**config.mk**
```make
export PLATFORM = sky130hd
export DESIGN_NAME = simd_execution
export DESIGN_NICKNAME = d
export VERILOG_FILES = /design/src/rtl/simd_execution.sv
export SDC_FILE = /design/constraint.sdc
export NUM_CORES = 2
export LEC_CHECK = 0
export BUFFER_PORTS_ARGS = -buffer_cell sky130_fd_sc_hd__buf_2
export CAP_MARGIN = 20
export CORE_UTILIZATION = 37
export CTS_BUF_LIST = sky130_fd_sc_hd__clkbuf_8
export CTS_CLUSTER_SIZE = 40
export DETAILED_ROUTE_END_ITERATION = 8
export PLACE_DENSITY = 0.5
export SYNTH_ARGS = -nofsm -noshare
export SYNTH_HDL_FRONTEND = slang
export SYNTH_SLANG_ARGS = --single-unit
```
**constraint.sdc**
```tcl
create_clock -name clk -period 15.8 [get_ports clk]
set_clock_uncertainty 0.1 [all_clocks]
set_input_delay 0.79 -clock clk [delete_from_list [all_inputs] [get_ports clk]]
set_output_delay 0.79 -clock clk [all_outputs]
set_load 0.01 [all_outputs]
```
**src/rtl/simd_execution.sv**
```systemverilog
// simd_execution: NUM_PE independent signed multiply-accumulate lanes.
// Each lane multiplies its Kernel slice by its Input_Act slice every clock.
// A lane either restarts its window with the new product (first_data high)
// or adds the product to its running sum (first_data low).
// Result is taken straight from the accumulator registers.
// Optional build macro: SIMD_EXEC_SATURATE_EN. When it is defined, the
// accumulate addition clamps to the signed OUT_DATA_WIDTH range. When it is
// undefined, the addition wraps modulo 2^OUT_DATA_WIDTH. Loading a new window
// behaves the same in both builds.
module simd_execution #(
  parameter int NUM_PE         = 16,
  parameter int DATA_WIDTH     = 8,
  parameter int OUT_DATA_WIDTH = 32
) (
  input  logic                               clk,
  input  logic                               reset,
  input  logic                               first_data,
  input  logic [NUM_PE*DATA_WIDTH-1:0]       Kernel,
  input  logic [NUM_PE*DATA_WIDTH-1:0]       Input_Act,
  output logic [NUM_PE*OUT_DATA_WIDTH-1:0]   Result
);

  // Full-precision product width of two signed DATA_WIDTH operands.
  localparam int PW = 2 * DATA_WIDTH;

  genvar gi;
  generate
    for (gi = 0; gi < NUM_PE; gi++) begin : g_lane
      logic [DATA_WIDTH-1:0]     k_w;
      logic [DATA_WIDTH-1:0]     a_w;
      logic signed [PW-1:0]      k_ext;
      logic signed [PW-1:0]      a_ext;
      logic signed [PW-1:0]      prod;
      logic [OUT_DATA_WIDTH-1:0] prod_ext;
      logic [OUT_DATA_WIDTH-1:0] sum;
      logic [OUT_DATA_WIDTH-1:0] acc_d;
      logic [OUT_DATA_WIDTH-1:0] acc_q;

      assign k_w = Kernel[gi*DATA_WIDTH +: DATA_WIDTH];
      assign a_w = Input_Act[gi*DATA_WIDTH +: DATA_WIDTH];

      // Sign-extend both operands to the product width so the multiply is
      // done at full precision with no width mismatch.
      assign k_ext = $signed({{DATA_WIDTH{k_w[DATA_WIDTH-1]}}, k_w});
      assign a_ext = $signed({{DATA_WIDTH{a_w[DATA_WIDTH-1]}}, a_w});
      assign prod  = k_ext * a_ext;

      // Bring the product to the accumulator width, keeping its sign.
      if (OUT_DATA_WIDTH > PW) begin : g_sx
        assign prod_ext = {{(OUT_DATA_WIDTH-PW){prod[PW-1]}}, prod};
      end else begin : g_nx
        assign prod_ext = prod[OUT_DATA_WIDTH-1:0];
      end

      // Plain modular sum. The saturating build post-processes it below.
      assign sum = acc_q + prod_ext;

`ifdef SIMD_EXEC_SATURATE_EN
      logic                      ovf;
      logic [OUT_DATA_WIDTH-1:0] sat_val;
      // Signed overflow happens only when both addends share a sign and the
      // sum's sign differs from it. The clamp direction follows that shared
      // sign.
      assign ovf     = (acc_q[OUT_DATA_WIDTH-1] == prod_ext[OUT_DATA_WIDTH-1]) &&
                       (sum[OUT_DATA_WIDTH-1]   != acc_q[OUT_DATA_WIDTH-1]);
      assign sat_val = acc_q[OUT_DATA_WIDTH-1] ? {1'b1, {(OUT_DATA_WIDTH-1){1'b0}}}
                                               : {1'b0, {(OUT_DATA_WIDTH-1){1'b1}}};

      // Next accumulator value: restart the window, or add with clamping.
      always_comb begin
        acc_d = sum;
        if (ovf) begin
          acc_d = sat_val;
        end
        if (first_data) begin
          acc_d = prod_ext;
        end
      end
`else
      // Next accumulator value: restart the window, or add with wraparound.
      always_comb begin
        acc_d = sum;
        if (first_data) begin
          acc_d = prod_ext;
        end
      end
`endif

      // Accumulator register. Reset overrides the window control and data.
      always_ff @(posedge clk) begin
        if (reset) begin
          acc_q <= '0;
        end else begin
          acc_q <= acc_d;
        end
      end

      assign Result[gi*OUT_DATA_WIDTH +: OUT_DATA_WIDTH] = acc_q;
    end
  endgenerate

endmodule

```
==> results.md <==
- Status: complete, no violations
- Fin util: 42.0%
- Setup bufs post-CTS: 0
- Multi-input logic area: 62,000 um2
- Largest cells by area after synthesis: fa_1, ha_1, dfxtp_1
- Fmax: 130 MHz
- Drt wl/cell: 18.0 um
- Largest area contributor in the netlist: fa_1
- Cells after synthesis: 9,272
- Sequential area share after synthesis: 13.1%
- Vias in the first global route: 66,300
- Fill cell count: 21,400
- Initial Util: 37.3%
- I/O Buffers: 770
- Cell variety after synth: 88
- Die H: 462 um
- Cell Rows: 168
- Die area: 214,000 um2
- Most frequent CP cell: inv_1
- Ys flop type: dfxtp_1
- Final worst path period need: 7720 ps
- Mapped cell area: 78,400 um2
- Max reg flops: 512
- Period utilization: 48.8%
- Die width: 462 um
- Root Driver: clkbuf_8
- Io pins: 771
- GR peak layer: met2
- DRT antenna net count: 0
- DRC Markers: 0
- Storage element area: 10,200 um2
- EDFF count, synth: 0
- Initial DRT Pass Iterations: 5
- Post-cts repair resize count: 0
- Worst Path Arrival: 8420 ps
- Total wire length: 233,000 um
- Antenna violations before repair: 35
- Share of the synthesized area in the top cell type: 22.9%
- CP required: 16,500 ps
- Worst R2R Setup Slack: 11,650 ps
- Num CTS Buffers: 116
- Tot GR Track Use: 21.7%
- Unrepaired setup endpoints after global routing: no
- Crit path max fanout: 20
- DP HPWL: 190,000 um
- Routing usage on met2: 36.5%
- Share of cells above drive strength 1: 10.6%
- Core Footprint: 210,000 um2
- Global placement routability congestion: 0.883
- Number of vias per cell: 5.03
- Max-cap violations: 0
- Clk Latency, worst-skew pair: 910 ps
- Via count: 65,100
- CTS Hold Buffers Added: 1
- CTS tree: yes
- Slew HR: 25.8%
- Startpoint types: input pin
- Crit-path max cell delay: 570 ps
- Top flop regs: g_lane.acc_q: 512 flops
- Clock sink total: 512
- Mean post-synth cell area: 8.45 um2
- Total negative slack: 0 ps
- Final setup fails: 0
- Initial DRC count: 2,803
- Nets: 12,100
- GR met1 Demand/Resource: 26.5%
- Post-synthesis async set-or-reset flop share: 0%
- CTS Buffer Depth: 3
- Setup crit end kind: register
- Clock transition at path regs: 50 ps
- Final Hold Viols: 0
- Reg2reg path depth: 13
- Slew of the pin with the lowest slew margin: 1110 ps
- Critical path's slowest cell: a2111oi_0
- Post-synthesis net count: 11,400
- First-pass GRT wire length: 367,000 um
- GRT overflow: 0
- Largest net degree at the start of global routing: 124
- Fin. max-slew vios: 0
- Met3 usage: 5.16%
- Top reg by flops: g_lane.acc_q
- CP Class: in -> reg
- Synth-to-Final Area Change: 12.5%
- Seq cells post-synth: 512
- # H-tree levels: 3
- Warnings from Yosys: 0
- Hold depth: 4
- Min-delay worst type: in -> reg
layer usage:
metal	part of all wire, %	vias up
met5	0.049	-
met4	4.1	20
met3	6.0	326
met2	47	1177
met1	43	31500
li1	-	32000
stage by stage:
stage	instance area (um2)	setup WS, ps	cells	hold WS [ps]
finish	88100	8080	12900	275
global route	88100	7610	12900	197
CTS	88000	8210	12900	118
detailed placement	85400	7170	12700	511
global placement	85400	7210	12700	488
floorplan	78400	7930	9272	549
cells by family (layout without fill, tap and decap cells):
family	after synthesis	in the layout	synth area share, %
simple gates	2488	2488	16.1
compound gates	2008	2008	16.0
fa+ha+maj	1856	1856	38.2
buf+inv	1644	2487	7.88
xor+xnor	702	702	7.88
flops	512	512	13.1
mux	62	62	0.819
other cells	0	20	0
layout by cell type (no fill, tap or decap), types with 39 or more instances in the layout:
cell type | Yosys | layout
a211oi_1 | 54 | 54
a21o_1 | 305 | 305
a21oi_1 | 701 | 701
a31oi_1 | 61 | 61
and2_1 | 716 | 716
and3_1 | 39 | 39
buf_2 | 3 | 768
clkbuf_8 | 0 | 149
dfxtp_1 | 512 | 512
fa_1 | 896 | 896
ha_1 | 960 | 960
inv_1 | 1473 | 1500
mux2i_1 | 45 | 45
nand2_1 | 625 | 624
nand2b_1 | 89 | 89
nand3_1 | 103 | 103
nor2_1 | 511 | 509
nor2b_1 | 162 | 162
nor3_1 | 92 | 92
o21a_1 | 83 | 83
o21ai_0 | 387 | 387
o21bai_1 | 121 | 121
xnor2_1 | 478 | 465
xor2_1 | 222 | 222
worst max-delay path: cells and delay by family:
family                   cells  cell delay, ps
XOR/XNOR                     2             510
AO/OA/AOI/OAI               13            3150
adder cells (fa/ha/maj)      6            2790
buffers and inverters        6             420
AND/OR/NAND/NOR              4             770
worst paths after layout:
path / startpoint / endpoint
setup / recovery: Kernel[45] / g_lane[5].acc_q[31]
setup reg to reg: g_lane[0].acc_q[0] / g_lane[0].acc_q[28]
hold reg to reg: g_lane[1].acc_q[0] / g_lane[1].acc_q[0]
hold / removal: Input_Act[88] / g_lane[11].acc_q[0]
cell usage after synthesis, drive strengths merged (17+ instances only):
cell type / instances
a22o: 18
nand2: 625
a2111oi: 19
o31ai: 32
nor3: 92
a31oi: 61
nor2b: 162
mux2i: 45
o21a: 83
clkbuf: 160
o211ai: 25
o22ai: 18
and4: 18
and2: 716
or3: 31
inv: 1473
a21oi: 705
nor2: 511
xor2: 222
nand2b: 89
nand3: 103
o21ai: 411
o21bai: 121
nand4: 30
a211oi: 55
or2: 25
and3: 39
ha: 960
fa: 896
a21o: 306
o31a: 22
dfxtp: 512
xnor2: 480
mux2: 17
o41ai: 19
layout make-up:
class / instances / share of cell area (%)
diodes: 20 / 0.0568
clock buffers: 149 / 2.33
repair buffers: 800 / 4.72
inverters: 1473 / 6.28
clock inverters: 65 / 0.581
flip-flops and latches: 512 / 11.6
multi-input cells: 7116 / 70.4
well taps: 2805 / 3.98
Power is not shown: default switching activity piles up to over one toggle a cycle in this logic, so the estimate is an artifact.
